<file path="config.mk">
export PLATFORM = sky130hd
export DESIGN_NAME = ssd1289_bus_arbiter_flat
export DESIGN_NICKNAME = d
export VERILOG_FILES = /design/src/rtl/ssd1289_bus_arbiter_pkg.sv /design/src/rtl/ssd1289_bus_arbiter_if.sv /design/src/rtl/ssd1289_bus_arbiter_fifo.sv /design/src/rtl/ssd1289_bus_arbiter.sv /design/src/flat_wrapper.sv
export SDC_FILE = /design/constraint.sdc
export NUM_CORES = 1
export LEC_CHECK = 0
export BUFFER_PORTS_ARGS = -buffer_cell sky130_fd_sc_hd__buf_2
export CAP_MARGIN = 25
export CELL_PAD_IN_SITES_DETAIL_PLACEMENT = 2
export CELL_PAD_IN_SITES_GLOBAL_PLACEMENT = 2
export CORE_MARGIN = 4
export CORE_UTILIZATION = 47
export CTS_CLUSTER_DIAMETER = 50
export DETAILED_ROUTE_END_ITERATION = 10
export GPL_TIMING_DRIVEN = 0
export HOLD_SLACK_MARGIN = 0.03
export PLACE_DENSITY_LB_ADDON = 0.08
export SYNTH_ARGS = -nofsm -noshare
export SYNTH_HDL_FRONTEND = slang
export SYNTH_SLANG_ARGS = --single-unit
</file>
<file path="constraint.sdc">
create_clock -name sys_clk -period 3.9 [get_ports sys_clk]
set_clock_uncertainty 0.05 [all_clocks]
set_input_delay 0 -clock sys_clk [delete_from_list [all_inputs] [get_ports sys_clk]]
set_output_delay 0 -clock sys_clk [all_outputs]
set_load 0.01 [all_outputs]
</file>
<file path="src/rtl/ssd1289_bus_arbiter_pkg.sv">
// +--------------------------------------------------------------------------+
// | ssd1289_bus_pkg: shared word format, engine state and owner encodings    |
// | Rev 1.0                                                                  |
// +--------------------------------------------------------------------------+
`default_nettype none

package ssd1289_bus_pkg;

  localparam int LCD_WORD_W = 17;
  localparam int LCD_RS_BIT = 16;

  typedef enum logic [1:0] {
    IDLE    = 2'd0,
    SETUP   = 2'd1,
    WR_LOW  = 2'd2,
    WR_HIGH = 2'd3
  } eng_state_e;

  typedef enum logic [1:0] {
    NONE = 2'd0,
    INIT = 2'd1,
    PLOT = 2'd2
  } owner_e;

  function automatic int max3(input int a, input int b, input int c);
    int m;
    m = (a > b) ? a : b;
    return (m > c) ? m : c;
  endfunction

endpackage

`default_nettype wire

</file>
<file path="src/rtl/ssd1289_bus_arbiter_if.sv">
// +--------------------------------------------------------------------------+
// | ssd1289_bus_arbiter_if: requester handshakes and LCD write-bus pins      |
// | Optional ARB_STATS_EN adds stat_words/stat_drops.  Rev 1.0               |
// +--------------------------------------------------------------------------+
`default_nettype none

interface ssd1289_bus_arbiter_if;
  import ssd1289_bus_pkg::*;

  logic                  init_valid;
  logic                  init_ready;
  logic [LCD_WORD_W-1:0] init_dout;
  logic                  init_done;
  logic                  plot_valid;
  logic [LCD_WORD_W-1:0] plot_dout;
  logic                  plot_ovf;
  logic                  lcd_cs_n;
  logic                  lcd_rs;
  logic                  lcd_wr_n;
  logic                  lcd_rd_n;
  logic [15:0]           lcd_db;
  logic                  bus_idle;
`ifdef ARB_STATS_EN
  logic [31:0]           stat_words;
  logic [15:0]           stat_drops;

  modport master (
    output init_valid, init_dout, init_done, plot_valid, plot_dout,
    input  init_ready, plot_ovf, lcd_cs_n, lcd_rs, lcd_wr_n, lcd_rd_n, lcd_db,
    input  bus_idle, stat_words, stat_drops
  );
  modport slave (
    input  init_valid, init_dout, init_done, plot_valid, plot_dout,
    output init_ready, plot_ovf, lcd_cs_n, lcd_rs, lcd_wr_n, lcd_rd_n, lcd_db,
    output bus_idle, stat_words, stat_drops
  );
`else
  modport master (
    output init_valid, init_dout, init_done, plot_valid, plot_dout,
    input  init_ready, plot_ovf, lcd_cs_n, lcd_rs, lcd_wr_n, lcd_rd_n, lcd_db,
    input  bus_idle
  );
  modport slave (
    input  init_valid, init_dout, init_done, plot_valid, plot_dout,
    output init_ready, plot_ovf, lcd_cs_n, lcd_rs, lcd_wr_n, lcd_rd_n, lcd_db,
    output bus_idle
  );
`endif

endinterface

`default_nettype wire

</file>
<file path="src/rtl/ssd1289_bus_arbiter_fifo.sv">
// +--------------------------------------------------------------------------+
// | lcd_word_fifo: synchronous show-ahead FIFO with simultaneous push/pop    |
// | Rev 1.0                                                                  |
// +--------------------------------------------------------------------------+
`default_nettype none

module lcd_word_fifo #(
  parameter int WIDTH = 17,
  parameter int DEPTH = 16
) (
  input  logic             clk_i,
  input  logic             rst_i,
  input  logic             push_i,
  input  logic [WIDTH-1:0] wdata_i,
  input  logic             pop_i,
  output logic [WIDTH-1:0] rdata_o,
  output logic             full_o,
  output logic             empty_o
);

  localparam int AW = $clog2(DEPTH);

  logic [WIDTH-1:0] mem_q [DEPTH];
  logic [AW:0]      wptr_q;
  logic [AW:0]      rptr_q;

  always_ff @(posedge clk_i) begin
    if (push_i) begin
      mem_q[wptr_q[AW-1:0]] <= wdata_i;
    end
  end

  // Extra pointer MSB distinguishes full from empty when the indices match.
  always_ff @(posedge clk_i or posedge rst_i) begin
    if (rst_i) begin
      wptr_q <= '0;
      rptr_q <= '0;
    end else begin
      if (push_i) wptr_q <= wptr_q + 1'b1;
      if (pop_i)  rptr_q <= rptr_q + 1'b1;
    end
  end

  assign rdata_o = mem_q[rptr_q[AW-1:0]];
  assign empty_o = (wptr_q == rptr_q);
  assign full_o  = (wptr_q[AW] != rptr_q[AW]) && (wptr_q[AW-1:0] == rptr_q[AW-1:0]);

endmodule

`default_nettype wire

</file>
<file path="src/rtl/ssd1289_bus_arbiter.sv">
// +--------------------------------------------------------------------------+
// | ssd1289_bus_arbiter: shares the SSD1289 8080 write bus between the init  |
// | sequencer and the buffered plot stream.  Optional macro: ARB_STATS_EN.   |
// | Rev 1.0                                                                  |
// +--------------------------------------------------------------------------+
`default_nettype none

module ssd1289_bus_arbiter
  import ssd1289_bus_pkg::*;
#(
  parameter int FIFO_DEPTH  = 16,
  parameter int SETUP_CYC   = 1,
  parameter int WR_LOW_CYC  = 1,
  parameter int WR_HIGH_CYC = 1
) (
  input  logic                 sys_clk,
  input  logic                 rst,
  ssd1289_bus_arbiter_if.slave bus
);

  localparam int MAX_CYC = max3(SETUP_CYC, WR_LOW_CYC, WR_HIGH_CYC);
  localparam int PH_W    = (MAX_CYC > 1) ? $clog2(MAX_CYC) : 1;

  eng_state_e            state_q, state_d;
  owner_e                owner_q, owner_d;
  logic [PH_W-1:0]       phase_q, phase_d;
  logic                  cs_n_q, wr_n_q, rs_q, ovf_q, idle_q;
  logic [15:0]           db_q;

  logic [LCD_WORD_W-1:0] fifo_rdata, word;
  logic                  fifo_full, fifo_empty, fifo_push;
  logic                  ph_last, fetch, take_init, take_plot, take_any;
  logic                  plot_ok, plot_drop;

  assign plot_ok   = bus.plot_valid & bus.init_done;
  assign fifo_push = plot_ok & (~fifo_full | take_plot);
  assign plot_drop = plot_ok & fifo_full & ~take_plot;

  lcd_word_fifo #(
    .WIDTH (LCD_WORD_W),
    .DEPTH (FIFO_DEPTH)
  ) u_fifo (
    .clk_i   (sys_clk),
    .rst_i   (rst),
    .push_i  (fifo_push),
    .wdata_i (bus.plot_dout),
    .pop_i   (take_plot),
    .rdata_o (fifo_rdata),
    .full_o  (fifo_full),
    .empty_o (fifo_empty)
  );

  always_comb begin
    ph_last = 1'b0;
    unique case (state_q)
      SETUP:   ph_last = (phase_q == PH_W'(SETUP_CYC - 1));
      WR_LOW:  ph_last = (phase_q == PH_W'(WR_LOW_CYC - 1));
      WR_HIGH: ph_last = (phase_q == PH_W'(WR_HIGH_CYC - 1));
      default: ph_last = 1'b0;
    endcase
  end

  // A pending plot parameter wins over init while the plot path holds the lock.
  assign fetch     = (state_q == IDLE) | ((state_q == WR_HIGH) & ph_last);
  assign take_init = fetch & bus.init_valid & ~((owner_q == PLOT) & ~fifo_empty);
  assign take_plot = fetch & ~fifo_empty & ~take_init;
  assign take_any  = take_init | take_plot;
  assign word      = take_init ? bus.init_dout : fifo_rdata;

  always_comb begin
    state_d = state_q;
    owner_d = owner_q;
    phase_d = phase_q + PH_W'(1);
    unique case (state_q)
      IDLE:    if (take_any) state_d = SETUP;
      SETUP:   if (ph_last)  state_d = WR_LOW;
      WR_LOW:  if (ph_last)  state_d = WR_HIGH;
      WR_HIGH: if (ph_last)  state_d = take_any ? SETUP : IDLE;
      default: state_d = IDLE;
    endcase
    if (take_init) begin
      owner_d = word[LCD_RS_BIT] ? NONE : INIT;
    end else if (take_plot) begin
      owner_d = word[LCD_RS_BIT] ? NONE : PLOT;
    end
    if ((state_d != state_q) || (state_q == IDLE)) begin
      phase_d = '0;
    end
  end

  always_ff @(posedge sys_clk or posedge rst) begin
    if (rst) begin
      state_q <= IDLE;
      owner_q <= NONE;
      phase_q <= '0;
      cs_n_q  <= 1'b1;
      wr_n_q  <= 1'b1;
      rs_q    <= 1'b0;
      db_q    <= '0;
      ovf_q   <= 1'b0;
      idle_q  <= 1'b1;
    end else begin
      state_q <= state_d;
      owner_q <= owner_d;
      phase_q <= phase_d;
      cs_n_q  <= (state_d == IDLE);
      wr_n_q  <= (state_d != WR_LOW);
      if (take_any) begin
        rs_q <= word[LCD_RS_BIT];
        db_q <= word[15:0];
      end
      if (plot_drop) ovf_q <= 1'b1;
      idle_q  <= (state_q == IDLE) & fifo_empty & ~bus.init_valid;
    end
  end

  assign bus.init_ready = take_init & ~rst;
  assign bus.plot_ovf   = ovf_q;
  assign bus.lcd_cs_n   = cs_n_q;
  assign bus.lcd_wr_n   = wr_n_q;
  assign bus.lcd_rd_n   = 1'b1;
  assign bus.lcd_rs     = rs_q;
  assign bus.lcd_db     = db_q;
  assign bus.bus_idle   = idle_q;

`ifdef ARB_STATS_EN
  logic [31:0] words_q;
  logic [15:0] drops_q;

  always_ff @(posedge sys_clk or posedge rst) begin
    if (rst) begin
      words_q <= '0;
      drops_q <= '0;
    end else begin
      if ((state_q == WR_LOW) && ph_last) words_q <= words_q + 32'd1;
      if (plot_drop && (drops_q != 16'hFFFF)) drops_q <= drops_q + 16'd1;
    end
  end

  assign bus.stat_words = words_q;
  assign bus.stat_drops = drops_q;
`endif

endmodule

`default_nettype wire

</file>
<file path="src/flat_wrapper.sv">
// flat-port wrapper written by rule: the top's interface ports become plain ports
module ssd1289_bus_arbiter_flat import ssd1289_bus_pkg::*;
#(
  parameter int FIFO_DEPTH  = 16,
  parameter int SETUP_CYC   = 1,
  parameter int WR_LOW_CYC  = 1,
  parameter int WR_HIGH_CYC = 1
)
  (sys_clk, rst, bus_init_valid, bus_init_dout, bus_init_done, bus_plot_valid, bus_plot_dout, bus_init_ready, bus_plot_ovf, bus_lcd_cs_n, bus_lcd_rs, bus_lcd_wr_n, bus_lcd_rd_n, bus_lcd_db, bus_bus_idle);
  ssd1289_bus_arbiter_if bus_i ();
  input  logic sys_clk;
  input  logic rst;
  input wire logic [$bits(bus_i.init_valid)-1:0] bus_init_valid;
  input wire logic [$bits(bus_i.init_dout)-1:0] bus_init_dout;
  input wire logic [$bits(bus_i.init_done)-1:0] bus_init_done;
  input wire logic [$bits(bus_i.plot_valid)-1:0] bus_plot_valid;
  input wire logic [$bits(bus_i.plot_dout)-1:0] bus_plot_dout;
  output wire logic [$bits(bus_i.init_ready)-1:0] bus_init_ready;
  output wire logic [$bits(bus_i.plot_ovf)-1:0] bus_plot_ovf;
  output wire logic [$bits(bus_i.lcd_cs_n)-1:0] bus_lcd_cs_n;
  output wire logic [$bits(bus_i.lcd_rs)-1:0] bus_lcd_rs;
  output wire logic [$bits(bus_i.lcd_wr_n)-1:0] bus_lcd_wr_n;
  output wire logic [$bits(bus_i.lcd_rd_n)-1:0] bus_lcd_rd_n;
  output wire logic [$bits(bus_i.lcd_db)-1:0] bus_lcd_db;
  output wire logic [$bits(bus_i.bus_idle)-1:0] bus_bus_idle;
  assign bus_i.init_valid = bus_init_valid;
  assign bus_i.init_dout = bus_init_dout;
  assign bus_i.init_done = bus_init_done;
  assign bus_i.plot_valid = bus_plot_valid;
  assign bus_i.plot_dout = bus_plot_dout;
  assign bus_init_ready = bus_i.init_ready;
  assign bus_plot_ovf = bus_i.plot_ovf;
  assign bus_lcd_cs_n = bus_i.lcd_cs_n;
  assign bus_lcd_rs = bus_i.lcd_rs;
  assign bus_lcd_wr_n = bus_i.lcd_wr_n;
  assign bus_lcd_rd_n = bus_i.lcd_rd_n;
  assign bus_lcd_db = bus_i.lcd_db;
  assign bus_bus_idle = bus_i.bus_idle;
  ssd1289_bus_arbiter #(.FIFO_DEPTH(FIFO_DEPTH), .SETUP_CYC(SETUP_CYC), .WR_LOW_CYC(WR_LOW_CYC), .WR_HIGH_CYC(WR_HIGH_CYC)) u_core (.sys_clk(sys_clk), .rst(rst), .bus(bus_i));
endmodule
</file>
# --- Word level (Yosys, flattened, before mapping) ---
# Memories as Yosys holds them, arrays and structs flattened.
# Index checks and enable logic that the tools add are counted.
# W data, S select, Z words.
word_totals:
  out_inout_bits: 23
  n_memories: 1
  regBits: 36
  ramBits: 272
  word_cells: 69
memory_table:
  columns: ["memory", "words", "width", "read_ports", "rd_ports_with_merged_regs", "wr", "line_no", "rtl"]
  rows:
  - ["u_core.u_fifo.mem_q", 16, 17, 1, 0, 1, "ssd1289_bus_arbiter_fifo.sv:23", "logic [WIDTH-1:0] mem_q [DEPTH];"]
classes:
  eq_ne: 9
  n_addsub: 3
  bitwise_logic: 24
  mux: 15
  reduce_logical: 6
ops:
  columns: ["operator", "count"]
  rows:
  - ["$mux W17", 1]
  - ["$mux W2", 7]
  - ["$and A1 B1 Y1", 13]
  - ["$add A5 B1 Y5 const B", 2]
  - ["$not A1 Y1", 8]
  - ["$pmux W2 S4", 1]
  - ["$eq A2 B2 Y1 const B", 3]
  - ["$mux W1", 6]
  - ["$eq A5 B5 Y1", 1]
  - ["$eq A4 B4 Y1", 1]
  - ["$logic_not A2 Y1", 2]
  - ["$or A1 B1 Y1", 3]
  - ["$reduce_or A3 Y1", 1]
  - ["$eq A2 B1 Y1 const B", 1]
  - ["$ne A2 B2 Y1", 1]
  - ["$ne A2 B2 Y1 const B", 1]
  - ["$reduce_bool A2 Y1", 1]
  - ["$add A1 B1 Y1 const B", 1]
  - ["$logic_and A1 B1 Y1", 1]
  - ["$logic_or A1 B1 Y1", 1]
  - ["$ne A1 B1 Y1", 1]

# --- Logic depth before layout (Yosys ltp) ---
# Gate-level depths: netlist of run 1.
depth:
  depth_word: 16
  depth_mapped: 8

# --- Hierarchy ---
# Synthesis of run 1 repeated with hierarchy kept, for this count alone.
unflattened:
  cells_unflattened: 641
  area_unflattened_um2: 12223.0
modules_own_cells:
  columns: ["mod", "area_each_um2", "cells_per_inst", "instances", "seq_area_each_um2"]
  rows:
  - ["lcd_word_fifo", 11038.1, 521, 1, 8418.1]
  - ["ssd1289_bus_arbiter", 1184.9, 120, 1, 654.4]

# --- Least setup slack after synthesis of run 1 ---
# Ideal clock, no wire load.
synth_path:
  kind: "flip-flop to flip-flop"
  from: "register u_core.u_fifo.rptr_q[1]"
  to: "memory u_core.u_fifo.mem_q[3][0] (enable)"
  arrival_ns: 2.581
  path_slack_ns: 0.856
  stages_incl_launch_ff: 9
  required_time_ns: 3.437
  cell_sequence: "dfrtp_1 > buf_2 > xnor2_1 > and4_1 > buf_2 > a31oi_1 > buf_2 > nand2_1 > nor3_1"
synth_via:
  elab_chain_cells: 11
  word_cells_on_any_way: 15
synth_rtl:
  columns: ["item", "line_no", "rtl"]
  rows:
  - ["from (decl)", "ssd1289_bus_arbiter_fifo.sv:25", "logic [AW:0] rptr_q;"]
  - ["from (signal assigned)", "ssd1289_bus_arbiter_fifo.sv:40", "if (pop_i) rptr_q <= rptr_q + 1'b1;"]
  - ["$eq A5 B5 Y1", "ssd1289_bus_arbiter_fifo.sv:45", "assign empty_o = (wptr_q == rptr_q);"]
  - ["$not A1 Y1", "ssd1289_bus_arbiter.sv:65, ssd1289_bus_arbiter.sv:66", null]
  - ["$and A1 B1 Y1", "ssd1289_bus_arbiter.sv:65", "assign take_init = fetch & bus.init_valid & ~((owner_q == PLOT) & ~fifo_empty);"]
  - ["$not A1 Y1", "ssd1289_bus_arbiter.sv:65", null]
  - ["$and A1 B1 Y1", "ssd1289_bus_arbiter.sv:65", null]
  - ["$not A1 Y1", "ssd1289_bus_arbiter.sv:66", "assign take_plot = fetch & ~fifo_empty & ~take_init;"]
  - ["$and A1 B1 Y1", "ssd1289_bus_arbiter.sv:66", null]
  - ["$or A1 B1 Y1 (*)", "ssd1289_bus_arbiter.sv:36", "assign fifo_push = plot_ok & (~fifo_full | take_plot);"]
  - ["$and A1 B1 Y1 (*)", "ssd1289_bus_arbiter.sv:36", null]
  - ["$mux W1 (*)", "ssd1289_bus_arbiter_fifo.sv:28", "if (push_i) begin"]
  - ["$mux W1 (not written as such) (*)", "ssd1289_bus_arbiter_fifo.sv:29", "mem_q[wptr_q[AW-1:0]] <= wdata_i;"]
  - ["to (decl)", "ssd1289_bus_arbiter_fifo.sv:23", null]
# Mark *: on every way between the ends. The rest lies on a longest branch, timed or not.

# --- Worst setup path in the final report of run 1 ---
layout_path:
  from: "register u_core.u_fifo.rptr_q[1]"
  to: "memory u_core.u_fifo.mem_q[7][5] (enable)"
# The elaborated chain is that of the path after synthesis.

==> flow_summary.yaml, run 1 <==
setup_path:
  cp_common_cell: "buf_2"
  crit_chain: "buf_2 -> xnor2_1 -> and4_1 -> buf_2 -> a31oi_1 -> clkbuf_1 -> and3_1 -> buf_16"
  critPathArrivalTime_ns: 3.32
  cp_slowest_cell: "and3_1"
  slowest_delay_ns: 0.76
  cp.required_ns: 4.06
  worstSetupStartpointType: "register"
  critPathMaxFanout: 10
  critical_path_class: "reg -> reg"
  endpoint_kind: "register"
  cp.buffers_inverters: 4
  cp_top_family: "buffers and inverters"
layout:
  stdcell_area_um2: 14700
  insertedDiodeCount: 0
  drive_gt1_frac: 0.293
  final_nets: 820
  area_delta_synth_final_pct: 22.2
  fin_util: 0.584
  layout.cells.non_filler: 1131
  fillers: 2072
logic_synthesis:
  synth.area.top_cells: "edfxtp_1, mux4_2, dfrtp_1"
  synth_top_area_frac: 0.678
  ys.flop_type: "edfxtp_1"
  yosysTopAreaCell: "edfxtp_1"
  synth_common_cells: "edfxtp_1, mux4_2, nand2_1"
  yosysMostFrequentCell: "edfxtp_1"
  ys_types: 39
  synth_nets: 665
  syn_area_per_cell_um2: 19.4
  synthMuxAreaShare: 0.130
  synth_fa_ha_area_frac: 0.00520
  ys_seq_area_frac: 0.754
  synth-simple-area-share: 0.0436
  yosysWarnings: 0
  synth_seq_cells: 308
  synthXorXnorAreaFrac: 0.0109
  synth_compound_area_frac: 0.0382
  synthArstFlopShare: 0.117
  syn_area_um2: 12000
  synth_top_family_by_area: "multiplexers"
  syn_inst: 621
  synth_edf_count: 272
global_route:
  grt_use_total: 0.263
  antenna_found_initial: 0
  grt_max_degree: 25
  grt_pass1_vias: 7551
  overflow: 0
  grt_pass1_wl_um: 53700
power_and_ir_drop:
  total_power_uw: 11000
  leakage_uw: 0.00512
  irDropWorstVdd_mv: 0.501
  powerDensity_nw_per_um2: 745
sta:
  max_freq_mhz: 316
  hold_viol_final: 0
  fin_crit_ns: 3.16
  setup_viol: 0
  report.final.slew_viol_count: 0
  fin_ws_ns: 0.739
  rsz0062_at_grt: "no"
  period_share: 0.811
  max_slew_margin: 0.387
  tightest_slew_ns: 0.920
clock_network:
  clk-insertion-delay-late_ns: 0.51
  root_buffer: "clkbuf_16"
  cts_num_sinks: 308
  cts_tree: "yes"
  cts_resized: 0
  cts_buffers: 36
  clk_pin_slew_ns: 0.06
  h-tree-depth: 2
  clockBufferDepth: 3
detailed_routing:
  dr.first_iter.drc_count: 606
  wl_met3_um: 2390
  drt_wl_total_um: 36500
  vias: 6854
  drt-met1-wl_um: 15000
  drc: 0
  dr_wl_met2_um: 18100
  first_pass_iters: 5
  highest_layer: "met4"
  post_drt_wl_per_cell_um: 32.3
  vias_per_cell: 6.06
  drtAntennaViolNets: 0
placed_design:
  dpl.hpwl_um: 22900
  place_inst: 1027
  port_buffers: 60
  dp_slack_ns: 0.673
  placed_cell_area_um2: 13100
  place_congestion: 0.763
worst_hold_path:
  hp-class: "in -> async"
die:
  die_h_um: 168
  core-area_um2: 25200
  dieArea_um2: 28200
  die_x_um: 168
  start_util: 0.478
  io_pins: 62
  core.rowCount: 58
run_status:
  status: "finished, final reports clean"
flow_run:
  drv_cap: 0
[layout by cell type, fill, tap and decap left out, types with 17 or more instances in the layout]
cell type      netlist  layout
clkbuf_16            0      37
a31oi_1             17      17
nand2_1             56      56
mux4_2              69      69
dfrtp_1             33      33
edfxtp_1           272     272
dlygate4sd3_1        0      38
nor2_1              24      24
a22oi_1             32      32
clkbuf_1            12      18
buf_2               19      79
[metrics by stage]
stage	hold slack, ns	setup TNS (ns)
floorplan	-0.00247	0
global placement	0.178	-18.71
detailed placement	0.0615	0
CTS	0.0700	0
global route	0.140	0
finish	0.0774	0
[metal layers]
metal | global-route usage | vias to the layer above
li1 | - | 2812
met1 | 0.366 | 3678
met2 | 0.437 | 301
met3 | 0.0402 | 63
met4 | 0.0755 | 0
met5 | 0 | -
[flip-flops by register name, summed over array words and instances (netlist names)]
signal and flops:
u_core.phase_q 1, u_core.u_fifo.wptr_q 5, u_core.bus.lcd_rs 1, u_core.bus.lcd_cs_n 1
u_core.bus.bus_idle 1, u_core.u_fifo.rptr_q 5, u_core.bus.lcd_wr_n 1, u_core.bus.lcd_db 16
u_core.state_q 2, u_core.owner_q 2, u_core.bus.plot_ovf 1, u_core.u_fifo.mem_q 272
[report_power, final]
part,internal (µW),switching (µW)
Combinational,1390,2110
Sequential,3930,151
Clock,2040,1350
Total,7350,3610
[repair_timing]
item,CTS,global route
hold buffers,38,0
hold endpoints to repair,327,0
buffers inserted,0,0
[area by class of cell]
| type | instances | area [µm²] | share of cell area |
|---|---|---|---|
| repair buffers | 117 | 1080 | 0.0737 |
| inverters | 5 | 18.8 | 0.00128 |
| plain buffers | 38 | 196 | 0.0134 |
| clock buffers | 45 | 976 | 0.0663 |
| multi-input cells | 270 | 2760 | 0.187 |
| flip-flops and latches | 308 | 9070 | 0.617 |
| clock inverters | 18 | 194 | 0.0132 |
| well taps | 330 | 413 | 0.0281 |
[final timing paths]
| kind | startpoint | end | slack (ns) | depth (start not counted) |
|---|---|---|---|---|
| setup / recovery | u_core.u_fifo.rptr_q[1]$_DFFE_PP0N_ | u_core.u_fifo.mem_q[7][5]$_DFFE_PP_ | 0.74 | 8 |
| min in group sys_clk | bus_init_done | u_core.u_fifo.wptr_q[2]$_DFFE_PP0P_ | 0.16 | 6 |
| hold reg to reg | u_core.bus.plot_ovf$_DFFE_PP0P_ | u_core.bus.plot_ovf$_DFFE_PP0P_ | 0.42 | 1 |
| max in group asynchronous | rst | u_core.bus.lcd_wr_n$_DFF_PP1_ | 3.10 | 4 |
| setup reg to reg | u_core.u_fifo.rptr_q[1]$_DFFE_PP0N_ | u_core.u_fifo.mem_q[7][5]$_DFFE_PP_ | 0.74 | 8 |
| hold / removal | rst | u_core.bus.lcd_db[10]$_DFFE_PP0N_ | 0.08 | 3 |
[tightest hold or removal path, delay by kind of cell]
kind / cells / cell delay, ns
buffers and inverters: 3 / 1.12
[cell families after synthesis]
kind of cell / after synthesis
AO/OA/AOI/OAI: 63
XOR/XNOR: 15
adder cells (fa/ha/maj): 5
buffers and inverters: 43
flip-flops: 308
multiplexers: 70
other: 2
AND/OR/NAND/NOR: 115
(Power assumes the default switching activity.)
==> inputs of run 2 (changes only) <==
ABC_AREA = 1   (was unset)
CORE_UTILIZATION = 37   (was 47)
clock period = 2.7 ns   (was 3.9 ns; I/O delays follow)
==> run 2 against run 1 <==
Effect of this change: highest routed layer unchanged; cell count grew 64%; via count increased by 40%; register-to-register slack lost 0.67 ns; total power grew 60%; maximum frequency rose by 20%; non-clock buffer count up 55; area after synthesis grew 7.2%; sequential power rose by 43%; die area grew 34%; sequential cell count did not move; global-route usage shrank 3.4 points.
==> flow_summary.yaml, run 2 <==
run_status:
  status: "finished, final reports clean"
detailed_routing:
  wl_met3_um: 1840
  dr_wl_met2_um: 22900
  dr.first_iter.drc_count: 690
  drt_wl_total_um: 44900
  vias: 9622
  drtAntennaViolNets: 0
  first_pass_iters: 4
  drt-met1-wl_um: 18900
  vias_per_cell: 5.18
  post_drt_wl_per_cell_um: 24.2
  highest_layer: "met4"
  drc: 0
setup_path:
  cp.required_ns: 2.89
  crit_chain: "inv_2 -> buf_6 -> nand2_1 -> nand2_1 -> nor2_2 -> nand3_2 -> o211ai_2 -> nand2_4 -> nand2_1 -> buf_4 -> nor2_4 -> buf_8"
  critical_path_class: "reg -> reg"
  cp_slowest_cell: "dfrtp_2"
  endpoint_kind: "register"
  cp.buffers_inverters: 4
  cp_common_cell: "nand2_1"
  slowest_delay_ns: 0.49
  critPathArrivalTime_ns: 2.82
  cp_top_family: "simple AND/OR/NAND/NOR gates"
  worst-path-stages: 12
  worstSetupStartpointType: "register"
  reg2reg_depth: 12
  critPathMaxFanout: 12
logic_synthesis:
  yosysTopAreaCell: "edfxtp_1"
  synth.area.top_cells: "edfxtp_1, nor2_1, dfrtp_1"
  synth_common_cells: "nor2_1, edfxtp_1, nand2_1"
  syn_area_per_cell_um2: 10.9
  synth_nets: 1226
  syn_area_um2: 12900
  synthArstFlopShare: 0.117
  yosysWarnings: 0
  synth_seq_cells: 308
  ys_types: 31
  synth_top_area_frac: 0.633
  syn_inst: 1182
  yosysMostFrequentCell: "nor2_1"
  ys_seq_area_frac: 0.703
  ys.flop_type: "edfxtp_1"
  synth_edf_count: 272
layout:
  fillers: 3524
  final_nets: 1416
  multi_input_area_um2: 3460
  largest_reg_flops: 272
  layout_common_cells: "edfxtp_1, nor2_1, nand2_1"
  drive_gt1_frac: 0.162
  area_delta_synth_final_pct: 25.2
  layout.cells.non_filler: 1857
  fin_util: 0.469
  final_common_cell: "edfxtp_1"
  seqCellArea_um2: 9070
clock_network:
  cts_tree: "yes"
  clk-insertion-delay-late_ns: 0.55
  clk_pin_slew_ns: 0.06
  cts_num_sinks: 308
  clockBufferDepth: 3
  cts_buffers: 40
  h-tree-depth: 2
  root_buffer: "clkbuf_16"
global_route:
  overflow: 0
  grt_pass1_vias: 10523
  grt_max_degree: 37
  grt_pass1_wl_um: 65700
  grt_use_total: 0.229
  antenna_found_initial: 5
sta:
  hold_viol_final: 0
  max_freq_mhz: 380
  rsz0062_at_grt: "yes"
  fin_ws_ns: 0.0684
  setup_viol: 0
  fin_crit_ns: 2.63
  tightest_slew_ns: 0.838
  max_slew_margin: 0.439
  fin_tns_setup_ns: 0
  report.final.slew_viol_count: 0
  period_share: 0.975
power_and_ir_drop:
  irDropWorstVdd_mv: 0.556
  powerDensity_nw_per_um2: 1080
  leakage_uw: 0.00624
worst_hold_path:
  hp-class: "in -> async"
placed_design:
  place_inst: 1710
  dpl.hpwl_um: 29600
  port_buffers: 60
  place_congestion: 0.757
  dp_slack_ns: -0.330
die:
  core-area_um2: 34500
  die_h_um: 195
  dieArea_um2: 37900
  io_pins: 62
  die_x_um: 195
  core.rowCount: 68
  start_util: 0.375
flow_run:
  drv_cap: 0
-- run 2: cell families after synthesis --
| group | count (synthesis) | synth area share |
|---|---|---|
| AND/OR/NAND/NOR | 578 | 0.180 |
| flip-flops | 308 | 0.703 |
| AO/OA/AOI/OAI | 162 | 0.0669 |
| buffers and inverters | 119 | 0.0389 |
| XOR/XNOR | 7 | 0.00475 |
| adder cells (fa/ha/maj) | 5 | 0.00485 |
| other | 2 | 0.000582 |
| multiplexers | 1 | 0.000872 |
-- run 2: area by class of cell --
type                       instances  area share
clock inverter                    18      0.0118
sequential                       308       0.561
inverter                          57      0.0134
timing repair buffer             148      0.0783
antenna                            1    0.000155
multi-input combinational        755       0.214
tap                              455      0.0352
clock buffer                      53      0.0676
buffer                            62      0.0183
-- run 2: worst paths after layout --
| kind | startpoint | end | slack (ns) |
|---|---|---|---|
| min in group sys_clk | bus_init_valid | u_core.bus.bus_idle$_DFF_PP1_ | 0.15 |
| min | rst | u_core.bus.lcd_db[2]$_DFFE_PP0N_ | 0.12 |
| min reg2reg | u_core.bus.lcd_db[10]$_DFFE_PP0N_ | u_core.bus.lcd_db[10]$_DFFE_PP0N_ | 0.42 |
| max | u_core.u_fifo.rptr_q[0]$_DFFE_PP0N_ | u_core.u_fifo.mem_q[12][5]$_DFFE_PP_ | 0.07 |
| max in group asynchronous | rst | u_core.u_fifo.rptr_q[0]$_DFFE_PP0N_ | 1.90 |
| max reg2reg | u_core.u_fifo.rptr_q[0]$_DFFE_PP0N_ | u_core.u_fifo.mem_q[12][5]$_DFFE_PP_ | 0.07 |
-- run 2: through the flow --
| stage | cell area [µm²] | hold slack, ns | power, µW |
|---|---|---|---|
| 6_report | 16200 | 0.118 | 17500 |
| 5_1_grt | 16200 | 0.169 | 18600 |
| 4_1_cts | 15900 | 0.131 | 17500 |
| 3_5_place_dp | 14000 | 0.148 | 12100 |
| 3_3_place_gp | 13800 | 0.150 | 11800 |
| 2_1_floorplan | 12900 | -0.00247 | 9620 |
-- run 2: where the power goes --
part	internal, µW	switching, µW
Combinational	1860	4540
Clock	3140	2080
Sequential	5630	220
-- run 2: worst register-to-register path, delay by kind of cell, from the launching register on --
| kind | cells | cell delay, ns |
|---|---|---|
| AOI/OAI and AO/OA | 1 | 0.18 |
| buffers and inverters | 4 | 0.75 |
| DFF | 1 | 0.49 |
| and+or+nand+nor | 7 | 0.86 |
-- run 2: layer usage --
layer,vias to the layer above,GRT usage
met2,240,0.412
met5,-,0
met3,63,0.0321
li1,4395,-
met1,4924,0.291
met4,0,0.0628
-- run 2: what timing repair did --
action | 4_1_cts | 5_1_grt
endpoints found under the setup margin | 212 | 246
gates cloned | 0 | 0
resized for setup | 11 | 15
hold buffers | 39 | 0
endpoints found under the hold margin | 335 | 0
pin swaps | 4 | 9
setup buffers | 7 | 29
==> inputs of run 3 (changes only) <==
CORE_UTILIZATION = 36   (was 37)
SYNTH_HIERARCHICAL = 1   (was unset)
==> run 3 against run 2 <==
Effect of this change: area after synthesis rose by 7.2%; first-iteration DRC count fell by 19%; sequential cell count did not move; critical path type unchanged; combinational power rose by 17%; clock-buffer cell count fell by 6; register-to-register slack got worse by 0.06 ns; clock power rose by 3%; global-route usage rose by 0.23 points; highest routed layer unchanged; utilization fell by 0.34 points; total power rose by 7.5%; routed wire length rose by 8.4%; worst hold slack improved by 0.16 ns.
==> flow_summary.yaml, run 3 <==
power_and_ir_drop:
  powerDensity_nw_per_um2: 1070
  combPwrFrac: 0.397
  power_frac_clock: 0.286
  irDropWorstVdd_mv: 0.646
  p_sw_frac: 0.403
  p_switching_uw: 7580
  leakage_uw: 0.00803
  seqPwrFrac: 0.317
  internal_power_uw: 11200
sta:
  holdWs_ns: 0.276
  fin_crit_ns: 2.69
  tightest_slew_ns: 0.686
  max_slew_margin: 0.543
  setup_viol: 0
  period_share: 0.998
  rsz0062_at_grt: "yes"
  max_freq_mhz: 371
  fin_ws_ns: 0.00652
  hold_viol_final: 0
  report.final.slew_viol_count: 0
detailed_routing:
  vias: 10536
  drt_wl_total_um: 48600
  dr.first_iter.drc_count: 556
  drc: 0
  post_drt_wl_per_cell_um: 22.4
  drtAntennaViolNets: 0
  vias_per_cell: 4.85
  first_pass_iters: 5
die:
  die_x_um: 204
  die_h_um: 204
  core.rowCount: 71
  dieArea_um2: 41700
  start_util: 0.366
  core-area_um2: 37800
  io_pins: 62
layout:
  insertedDiodeCount: 0
  stdcell_area_um2: 17600
  largest_reg_flops: 272
  final_common_cell: "nand2_1"
  layout.cells.non_filler: 2171
  fillers: 3959
  area_delta_synth_final_pct: 27.3
  final_nets: 1672
  drive_gt1_frac: 0.166
  layout_common_cells: "nand2_1, inv_1, edfxtp_1"
logic_synthesis:
  ys.flop_type: "edfxtp_1"
  yosysTopAreaCell: "edfxtp_1"
  yosysMostFrequentCell: "nand2_1"
  synth.area.top_cells: "edfxtp_1, nand2_1, inv_1"
  synthArstFlopShare: 0.117
  synth_common_cells: "nand2_1, inv_1, edfxtp_1"
  ys_types: 32
  yosysWarnings: 6
  synth_nets: 1468
  syn_area_per_cell_um2: 9.72
  synth_edf_count: 272
  syn_inst: 1424
  ys_seq_area_frac: 0.655
  syn_area_um2: 13800
  synth_top_area_frac: 0.590
  synth_seq_cells: 308
setup_path:
  endpoint_kind: "register"
  critical_path_class: "reg -> reg"
  cp.required_ns: 2.91
  crit_chain: "buf_12 -> xnor2_1 -> nand4_1 -> nor2_2 -> inv_2 -> nand3_4 -> nand2_4 -> nand3_4 -> a21oi_4 -> buf_12 -> buf_12 -> nand2_8 -> buf_6 -> nor2_4 -> buf_12 -> clkbuf_16"
  cp.buffers_inverters: 7
  worstSetupStartpointType: "register"
  cp_slowest_cell: "dfrtp_1"
  slowest_delay_ns: 0.43
  critPathMaxFanout: 8
  critPathArrivalTime_ns: 2.91
  cp_top_family: "buffers and inverters"
  cp_common_cell: "buf_12"
worst_hold_path:
  hp-class: "in -> reg"
clock_network:
  root_buffer: "clkbuf_16"
  h-tree-depth: 2
  clk-insertion-delay-late_ns: 0.56
  clockBufferDepth: 3
  cts_buffers: 43
  clk_pin_slew_ns: 0.06
  cts_num_sinks: 308
  cts_tree: "yes"
flow_run:
  drv_cap: 0
global_route:
  grt_use_total: 0.232
  grt_pass1_wl_um: 72100
  grt_pass1_vias: 11863
  overflow: 0
  antenna_found_initial: 0
  grt_max_degree: 20
placed_design:
  placed_cell_area_um2: 15000
  dp_slack_ns: -1.10
  place_inst: 1996
  port_buffers: 60
  place_congestion: 0.829
  dpl.hpwl_um: 30200
run_status:
  status: "finished, final reports clean"
run 3: stage by stage:
step	util	setup TNS, ns	total power, µW
2_1_floorplan	-	-5.32	10200
3_3_place_gp	0.395	-232.91	12600
3_5_place_dp	0.396	-268.20	12800
4_1_cts	0.460	0	18700
5_1_grt	0.466	-8.98	19900
6_report	0.466	0	18800
run 3: timing repair:
| item | in CTS | in global routing |
|---|---|---|
| hold endpoints to repair | 332 | 0 |
| resized for setup | 26 | 12 |
| buffers inserted | 37 | 16 |
| pin swaps | 20 | 11 |
| endpoints found under the setup margin | 276 | 228 |
| hold buffers | 46 | 0 |
| cloned | 2 | 3 |
run 3: layout make-up:
cell class / count / area (µm²) / share of cell area
Buffer: 54 / 397 / 0.0225
Clock buffer: 47 / 1090 / 0.0619
Clock inverter: 30 / 244 / 0.0138
Inverter: 296 / 1110 / 0.0632
Multi-Input combinational cell: 761 / 3480 / 0.197
Sequential cell: 308 / 9080 / 0.515
Tap cell: 511 / 639 / 0.0363
Timing Repair Buffer: 164 / 1580 / 0.0898
run 3: layer usage:
layer / vias to the layer above / global-route usage / part of all wire
met1: 5401 / 0.279 / 0.41
met4: 0 / 0.0629 / 0.023
met2: 209 / 0.429 / 0.53
met5: - / 0 / 0
met3: 75 / 0.0370 / 0.035
li1: 4851 / - / -
run 3: path summary, 6_finish.rpt:
kind,end,start,slack [ns],cells past startpoint
worst max-delay path,u_core/u_fifo/mem_q[3][0]$_DFFE_PP_,u_core/u_fifo/rptr_q[1]$_DFFE_PP0P_,0.007,16
worst min-delay path,u_core/bus.lcd_db[3]$_DFFE_PP0N_,bus_init_dout[3],0.28,6
worst max register to register,u_core/u_fifo/mem_q[3][0]$_DFFE_PP_,u_core/u_fifo/rptr_q[1]$_DFFE_PP0P_,0.007,16
worst min register to register,u_core/bus.lcd_db[3]$_DFFE_PP0N_,u_core/bus.lcd_db[3]$_DFFE_PP0N_,0.43,2
max in group asynchronous,u_core/bus.lcd_cs_n$_DFF_PP1_,rst,1.54,5
min in group asynchronous,u_core/bus.lcd_db[14]$_DFFE_PP0N_,rst,0.54,4
run 3: cells by family after synthesis:
family / synth area share
and+or+nand+nor: 0.219
adders and majority gates: 0.00452
buffers and inverters: 0.109
xor gates and xnor gates: 0.00822
AOI/OAI and AO/OA: 0.00343
DFF: 0.655
other: 0.000542
run 3: power groups by stage:
stage | combinational (µW) | clock (µW) | sequential [µW]
detailed placement | 6820 | 0 | 5990
global route | 8160 | 5740 | 6000
floorplan | 4170 | 0 | 6000
global placement | 6590 | 0 | 5970
CTS | 7320 | 5510 | 5920
finish | 7470 | 5370 | 5950
run 3: worst min-delay path, cell delays in order:
cell and delay [ns]:
dlygate4sd3_1 0.53, buf_2 0.10, nor2_1 0.03, nor2_1 0.08
nand2_1 0.05, nand2_1 0.04
